[src/rtl/acc_job_scheduler.sv]
// Job sequencer in front of an accelerator: queues (U,V) jobs, launches them, forwards results.
// Optional watchdog on the done wait is enabled with ACC_TIMEOUT_EN.
module acc_job_scheduler #(
  parameter int DEPTH     = 4,
  parameter int ADDR_W    = 8,
  parameter int START_CYC = 2,
  parameter int TIMEOUT   = 255
) (
  input  logic              clk,
  input  logic              rst,
  input  logic              job_valid,
  input  logic [1:0]        job_u,
  input  logic [4:0]        job_v,
  output logic              job_ready,
  output logic              acc_start,
  output logic [1:0]        acc_U,
  output logic [4:0]        acc_V,
  input  logic              acc_done,
  input  logic              acc_wr_req,
  input  logic [20:0]       acc_wr_data,
  output logic              mem_we,
  output logic [ADDR_W-1:0] mem_addr,
  output logic [20:0]       mem_wdata,
  output logic              busy,
  output logic [7:0]        jobs_done,
  output logic              err
);

  localparam int PW = $clog2(DEPTH);
  localparam int SW = (START_CYC > 1) ? $clog2(START_CYC) : 1;
  localparam logic [PW:0] ONE = 1;

  typedef enum logic [1:0] {
    S_IDLE,
    S_LAUNCH,
    S_WAIT,
    S_POP
  } state_e;

  state_e state_q, state_d;
  logic [SW-1:0] scnt_q, scnt_d;

  logic [6:0]    fifo_q [DEPTH];
  logic [PW:0]   wr_q, rd_q, cnt;
  logic [PW-1:0] rd_nx;
  logic          empty, push, pop;
  logic          load, load_nx, inc;

  logic [1:0]        u_q;
  logic [4:0]        v_q;
  logic [7:0]        jd_q;
  logic              we_q;
  logic [ADDR_W-1:0] addr_q, ptr_q;
  logic [20:0]       wdata_q;
  logic              fwd;

  assign cnt       = wr_q - rd_q;
  assign empty     = (cnt == '0);
  assign job_ready = ~cnt[PW];
  assign push      = job_valid & job_ready;
  assign rd_nx     = rd_q[PW-1:0] + 1'b1;

  always_ff @(posedge clk) begin
    if (push) fifo_q[wr_q[PW-1:0]] <= {job_u, job_v};
  end

  always_ff @(posedge clk or negedge rst) begin
    if (!rst) begin
      wr_q <= '0;
      rd_q <= '0;
    end else begin
      if (push) wr_q <= wr_q + 1'b1;
      if (pop)  rd_q <= rd_q + 1'b1;
    end
  end

`ifdef ACC_TIMEOUT_EN
  localparam int TW = $clog2(TIMEOUT + 1);
  logic [TW-1:0] wdog_q, wdog_d;
  logic          to_q, to_d, err_q, err_d;

  always_ff @(posedge clk or negedge rst) begin
    if (!rst) begin
      wdog_q <= '0;
      to_q   <= 1'b0;
      err_q  <= 1'b0;
    end else begin
      wdog_q <= wdog_d;
      to_q   <= to_d;
      err_q  <= err_d;
    end
  end
`else
  logic to_q, err_q;
  logic unused_timeout;
  assign to_q           = 1'b0;
  assign err_q          = 1'b0;
  assign unused_timeout = (TIMEOUT != 0);
`endif

  always_comb begin
    state_d = state_q;
    scnt_d  = scnt_q;
    pop     = 1'b0;
    inc     = 1'b0;
    load    = 1'b0;
    load_nx = 1'b0;
`ifdef ACC_TIMEOUT_EN
    wdog_d  = '0;
    to_d    = to_q;
    err_d   = err_q;
`endif
    unique case (state_q)
      S_IDLE: begin
        if (!empty) begin
          state_d = S_LAUNCH;
          scnt_d  = '0;
          load    = 1'b1;
        end
      end
      S_LAUNCH: begin
        if (scnt_q == SW'(START_CYC - 1)) state_d = S_WAIT;
        else scnt_d = scnt_q + 1'b1;
      end
      S_WAIT: begin
`ifdef ACC_TIMEOUT_EN
        wdog_d = wdog_q + 1'b1;
        if (acc_done) begin
          state_d = S_POP;
        end else if (wdog_q == TW'(TIMEOUT - 1)) begin
          state_d = S_POP;
          to_d    = 1'b1;
          err_d   = 1'b1;
        end
`else
        if (acc_done) state_d = S_POP;
`endif
      end
      S_POP: begin
        pop = 1'b1;
        inc = ~to_q;
`ifdef ACC_TIMEOUT_EN
        to_d = 1'b0;
`endif
        // Decide on the pre-pop count; a same-cycle push is seen next cycle
        if (cnt > ONE) begin
          state_d = S_LAUNCH;
          scnt_d  = '0;
          load_nx = 1'b1;
        end else begin
          state_d = S_IDLE;
        end
      end
      default: state_d = S_IDLE;
    endcase
  end

  assign fwd = acc_wr_req & ((state_q == S_LAUNCH) | (state_q == S_WAIT));

  always_ff @(posedge clk or negedge rst) begin
    if (!rst) begin
      state_q <= S_IDLE;
      scnt_q  <= '0;
      u_q     <= '0;
      v_q     <= '0;
      jd_q    <= '0;
      we_q    <= 1'b0;
      addr_q  <= '0;
      wdata_q <= '0;
      ptr_q   <= '0;
    end else begin
      state_q <= state_d;
      scnt_q  <= scnt_d;
      if (load) {u_q, v_q} <= fifo_q[rd_q[PW-1:0]];
      if (load_nx) {u_q, v_q} <= fifo_q[rd_nx];
      if (inc && jd_q != 8'hFF) jd_q <= jd_q + 1'b1;
      we_q <= fwd;
      if (fwd) begin
        addr_q  <= ptr_q;
        wdata_q <= acc_wr_data;
        ptr_q   <= ptr_q + 1'b1;
      end
    end
  end

  assign acc_start = (state_q == S_LAUNCH);
  assign acc_U     = u_q;
  assign acc_V     = v_q;
  assign mem_we    = we_q;
  assign mem_addr  = addr_q;
  assign mem_wdata = wdata_q;
  assign busy      = (state_q != S_IDLE) | ~empty;
  assign jobs_done = jd_q;
  assign err       = err_q;

endmodule

[config.mk]
export PLATFORM = sky130hd
export DESIGN_NAME = acc_job_scheduler
export DESIGN_NICKNAME = d
export VERILOG_FILES = /design/src/rtl/acc_job_scheduler.sv
export SDC_FILE = /design/constraint.sdc
export NUM_CORES = 1
export LEC_CHECK = 0
export ABC_CLOCK_PERIOD_IN_PS = 2900
export BUFFER_PORTS_ARGS = -buffer_cell sky130_fd_sc_hd__buf_2
export CAP_MARGIN = 20
export CORE_MARGIN = 2
export CORE_UTILIZATION = 55
export CTS_BUF_LIST = sky130_fd_sc_hd__clkbuf_16
export DETAILED_ROUTE_END_ITERATION = 8
export PLACE_DENSITY = 0.84
export SYNTH_ARGS = -nofsm -noshare
export SYNTH_HDL_FRONTEND = slang
export SYNTH_SLANG_ARGS = --single-unit
[constraint.sdc]
create_clock -name clk -period 2.9 [get_ports clk]
set_clock_uncertainty 0.2 [all_clocks]
set_input_delay 0.145 -clock clk [delete_from_list [all_inputs] [get_ports clk]]
set_output_delay 0.145 -clock clk [all_outputs]
set_load 0.005 [all_outputs]
==> results.cfg, run 1 <==
[placement]
routabilityCongestion = 0.756
dpl_worst_slack_ns = 0.454
dp_cells = 505
portBuffers = 80
dpl.hpwl_um = 5650

[sta]
max_slew_margin_pct = 59.0
maxSlewViolCount = 0
hold_viol = 0
period_share_pct = 88.2
layout_min_cycle_time_ns = 2.56
worst_slew_pin_slew_ns = 0.615
fmax_ghz = 0.391
fin_setup_tns_ns = 0
rsz0062_at_grt = no
worst_slack_ns = 0.341
finalSetupViolCount = 0

[cells_and_area]
layout.nets = 493
areaGrowthSynthToFinish_pct = 26.9
seq_area_um2 = 2390
fin_cells = 551
drive_gt1_share_pct = 28.8
final_common_cell = nand2_1
nFillCells = 474
post-route-util_pct = 71.0
multi_input_area_um2 = 1500
mostFrequentLayoutCells = 103 x nand2_1, 80 x buf_2, 62 x dfrtp_1
antenna_cells = 0

[clock_network]
clock_latency_ns = 0.34
cts_made_buffers = 9
cts_tree = done
clk_path_buf_depth = 2
clock_sinks = 90
cts_setup_buffers = 0
cts_root_buf = clkbuf_16
cts_resized = 0
htreeDepth = 3
hold_buffers = 30
clk_pin_slew_ns = 0.06

[worst_setup_path]
worst_setup_path_end_kind = output pin
crit_type = reg -> out
r2r_start = wr_q[0]$_DFFE_PN0P_
arrival_ns = 2.21
cp_data_required_time_ns = 2.56
r2r_setup_slack_ns = 0.46
startpoint_type = flip-flop
rr_worst_depth = 7
crit_path_max_fanout = 5
r2r-end = acc_V[1]$_DFFE_PN0P_

[grt]
grtUsageTotal_pct = 23.1
grt_pass1_wl_um = 13700
antenna_found_initial = 0
grt_overflow = 0
grt_start_max_net_pins = 51
first_global_vias = 2801

[die]
die_area_um2 = 8000
core-area_um2 = 7180
pin_count = 82
die_w_um = 89.5
die_h_um = 89.5
num_rows = 31
start_util_pct = 56.0

[route]
drc = 0
viasPerCell = 5.31
wire_per_inst_um = 15.7
num_vias = 2924
drt_iter0_drc = 155
drt_wl_total_um = 8680
ant_nets = 0
drt-pass1-iter-count = 6

[synth]
ys_seq_area_share_pct = 59.6
synth_flop_cell = dfrtp_1
postSynthAreaPerCell_um2 = 12.0
syn_nets = 380
ys_ff_latch = 90
ys_types = 39
yosys_warnings = 0
async_flop_share_pct = 68.9
synth_cells = 334
synth_edf_count = 28
syn-cell-area_um2 = 4020

[flow_run]
cap_viol_max_count = 0

[power_and_ir_drop]
vdd_ir_drop_max_v = 0.000636
leakage_nw = 2.41
power_mw = 5.93
power_density_nw_per_um2 = 1160

[hold_path]
hp-class = in -> async

[status]
status = finished clean
## cell usage after synthesis (6+ instances only)
cell | number | area (um2)
nand2_1 | 103 | 387
dfrtp_1 | 62 | 1550
edfxtp_1 | 28 | 841
inv_1 | 16 | 60.1
mux4_2 | 14 | 315
nor2_1 | 14 | 52.6
ha_1 | 12 | 150
xnor2_1 | 9 | 78.8
clkbuf_1 | 8 | 30.0
a211oi_2 | 7 | 87.6
and3_1 | 7 | 43.8
nor3_1 | 7 | 35.0
nand4_1 | 6 | 37.5
xor2_1 | 6 | 52.6
## per-layer routing
layer,global-route usage [%],vias to the layer above,wire [um]
li1,-,1368,-
met4,10.7,0,247
met3,5.26,17,487
met1,30.6,1430,3620
met5,0,-,0
met2,36.6,109,4320
## through the flow
stage	hold WS [ns]	instance area [um2]
floorplan	-0.351	4020
global placement	-0.160	4520
detailed placement	-0.160	4520
CTS	0.00829	5090
global route	0.0699	5090
finish	0.00831	5090
## final cells by class
cell class	instances	area share, %
timing repair buffer	114	14.3
clock buffer	9	4.42
clock inverter	7	1.01
sequential	90	47.0
inverter	18	1.42
multi-input combinational	214	29.4
tap	99	2.43
## registers in the layout, indices dropped and copies added (netlist names), 2 cells and up
register / count
mem_addr: 8
acc_V: 5
rd_q: 3
mem_wdata: 21
wr_q: 3
fifo_q: 28
ptr_q: 8
jobs_done: 8
state_q: 2
acc_U: 2
## power by group
part           switching [mW]  internal (mW)
Combinational            1.48           1.21
Clock                   0.493          0.585
Sequential              0.353           1.81
## how the worst max path moves through the flow
stage	start	endpoint	slack, ns	cells after the start
floorplan	wr_q[0]$_DFFE_PN0P_	fifo_q[3][0]$_DFFE_PP_	0.63	6
global placement	wr_q[0]$_DFFE_PN0P_	fifo_q[3][2]$_DFFE_PP_	0.55	6
detailed placement	wr_q[0]$_DFFE_PN0P_	acc_V[1]$_DFFE_PN0P_	0.45	7
CTS	wr_q[0]$_DFFE_PN0P_	busy	0.31	7
global route	wr_q[0]$_DFFE_PN0P_	busy	0.20	7
finish	wr_q[0]$_DFFE_PN0P_	busy	0.34	7
## worst max-delay path, cell delays in order, from the launching register on
cell and delay (ns):
dfrtp_1 0.37, inv_1 0.11, ha_1 0.23, fa_1 0.64, nand2_1 0.13, nor2_1 0.17
nand2_1 0.08, buf_2 0.14
## kinds of logic after synthesis
logic type / count (synthesis) / share of synthesized area, %
compound gates: 25 / 5.67
mux: 18 / 8.97
flops: 90 / 59.6
fa+ha+maj: 13 / 4.24
xor+xnor: 16 / 3.89
buf+inv: 30 / 3.12
simple gates: 141 / 14.5
other cells: 1 / 0.0934
Note: power is estimated with default switching activity, not from simulation.
==> run 2, diff against run 1 <==
--- a/config.mk
+++ b/config.mk
@@ -8,6 +8,7 @@
 export ABC_CLOCK_PERIOD_IN_PS = 2900
 export BUFFER_PORTS_ARGS = -buffer_cell sky130_fd_sc_hd__buf_2
 export CAP_MARGIN = 20
+export CORE_ASPECT_RATIO = 1.1
 export CORE_MARGIN = 2
 export CORE_UTILIZATION = 55
 export CTS_BUF_LIST = sky130_fd_sc_hd__clkbuf_16
==> results.cfg, run 2 (synthesis results as in run 1) <==
[status]
status = finished clean

[clock_network]
cts_setup_buffers = 0
clock_latency_ns = 0.33
clk_path_buf_depth = 2
cts_made_buffers = 9
cts_resized = 0
htreeDepth = 3
cts_tree = done
hold_buffers = 29
clock_sinks = 90
cts_root_buf = clkbuf_16
clk_pin_slew_ns = 0.06

[cells_and_area]
fin_area_um2 = 5060
seq_area_um2 = 2390
drive_gt1_share_pct = 28.6
layout.nets = 492
areaGrowthSynthToFinish_pct = 26.0
largest_reg_flops = 28
final_common_cell = nand2_1
mostFrequentLayoutCells = 103 x nand2_1, 80 x buf_2, 62 x dfrtp_1
multi_input_area_um2 = 1500
antenna_cells = 0
nFillCells = 498

[die]
num_rows = 32
core-area_um2 = 7050
die_h_um = 93.6
die_area_um2 = 8000
die_w_um = 85.5
pin_count = 82
start_util_pct = 57.0

[worst_setup_path]
startpoint_type = flip-flop
crit_chain = inv_1, ha_1, fa_1, nand2_1, nor2_1, nand2_1, buf_2
r2r_start = wr_q[0]$_DFFE_PN0P_
slowest_delay_ns = 0.63
worst_setup_path_end_kind = output pin
cp_common_cell = nand2_1
crit_path_max_fanout = 5
cp_data_required_time_ns = 2.56
arrival_ns = 2.21
crit_start = wr_q[0]$_DFFE_PN0P_
crit_type = reg -> out
crit_path_top_delay_cell = fa_1

[route]
num_vias = 2788
drc = 0
drt_iter0_drc = 182
viasPerCell = 5.20
ant_nets = 0
drt_wl_total_um = 7620
drt-pass1-iter-count = 4
wire_per_inst_um = 14.2

[grt]
grt_pass1_wl_um = 12500
grt_start_max_net_pins = 63
first_global_vias = 2771
grt_overflow = 0
grtUsageTotal_pct = 19.9
antenna_found_initial = 0

[sta]
finalSetupViolCount = 0
rsz0062_at_grt = no
fmax_ghz = 0.391
whs_ns = 0.0301
maxSlewViolCount = 0
layout_min_cycle_time_ns = 2.56
fin_setup_tns_ns = 0
hold_viol = 0
max_slew_margin_pct = 49.7
period_share_pct = 88.3
worst_slew_pin_slew_ns = 0.754

[power_and_ir_drop]
power_density_nw_per_um2 = 1150
vdd_ir_drop_max_v = 0.000767
power_mw = 5.80
leakage_nw = 2.41

[hold_path]
hp-class = in -> reg
min_from = job_valid

[placement]
dpl.hpwl_um = 5380
portBuffers = 80
place_area_um2 = 4500
routabilityCongestion = 0.750

[flow_run]
cap_viol_max_count = 0
## run 2: final cells by class
cell class | instances | share of cell area, %
multi-input cells | 214 | 29.6
inverters | 18 | 1.43
flip-flops and latches | 90 | 47.3
clock inverters | 7 | 0.890
well taps | 85 | 2.10
clock buffers | 9 | 4.45
repair buffers | 113 | 14.2
## run 2: worst paths after layout
check | end | slack [ns] | depth (start not counted)
worst min register to register | mem_wdata[3]$_DFFE_PN0P_ | 0.27 | 2
min in group asynchronous | jobs_done[4]$_DFFE_PN0P_ | 0.29 | 3
max in group asynchronous | rd_q[2]$_DFFE_PN0P_ | 1.69 | 3
worst max register to register | fifo_q[3][2]$_DFFE_PP_ | 0.43 | 6
worst max-delay path | busy | 0.34 | 7
worst min-delay path | wr_q[0]$_DFFE_PN0P_ | 0.03 | 3
## run 2: worst max-delay path: cells and delay by family, from the launching register on
family,cells,cell delay (ns)
adder cells (fa/ha/maj),2,0.86
flip-flops,1,0.38
AND/OR/NAND/NOR,3,0.38
buffers and inverters,2,0.27
## run 2: power by group
group | leakage [nW] | internal [mW] | switching, mW
Combinational | 1.26 | 1.21 | 1.41
Sequential | 1.02 | 1.81 | 0.329
Clock | 0.135 | 0.578 | 0.458
Total | 2.41 | 3.60 | 2.20
## run 2: routing by layer
metal / vias up / track usage [%] / routed length, um
li1: 1360 / - / -
met1: 1339 / 24.9 / 3380
met2: 75 / 33.4 / 3740
met3: 14 / 3.97 / 344
met4: 0 / 9.13 / 150
met5: - / 0 / 0
## run 2: per-stage QoR
step           cells  setup WS [ns]  util, %
2_1_floorplan    334          0.633        -
3_3_place_gp     491          0.551     63.9
3_5_place_dp     491          0.447     63.9
4_1_cts          536          0.334     71.8
5_1_grt          536          0.224     71.8
6_report         536          0.341     71.8
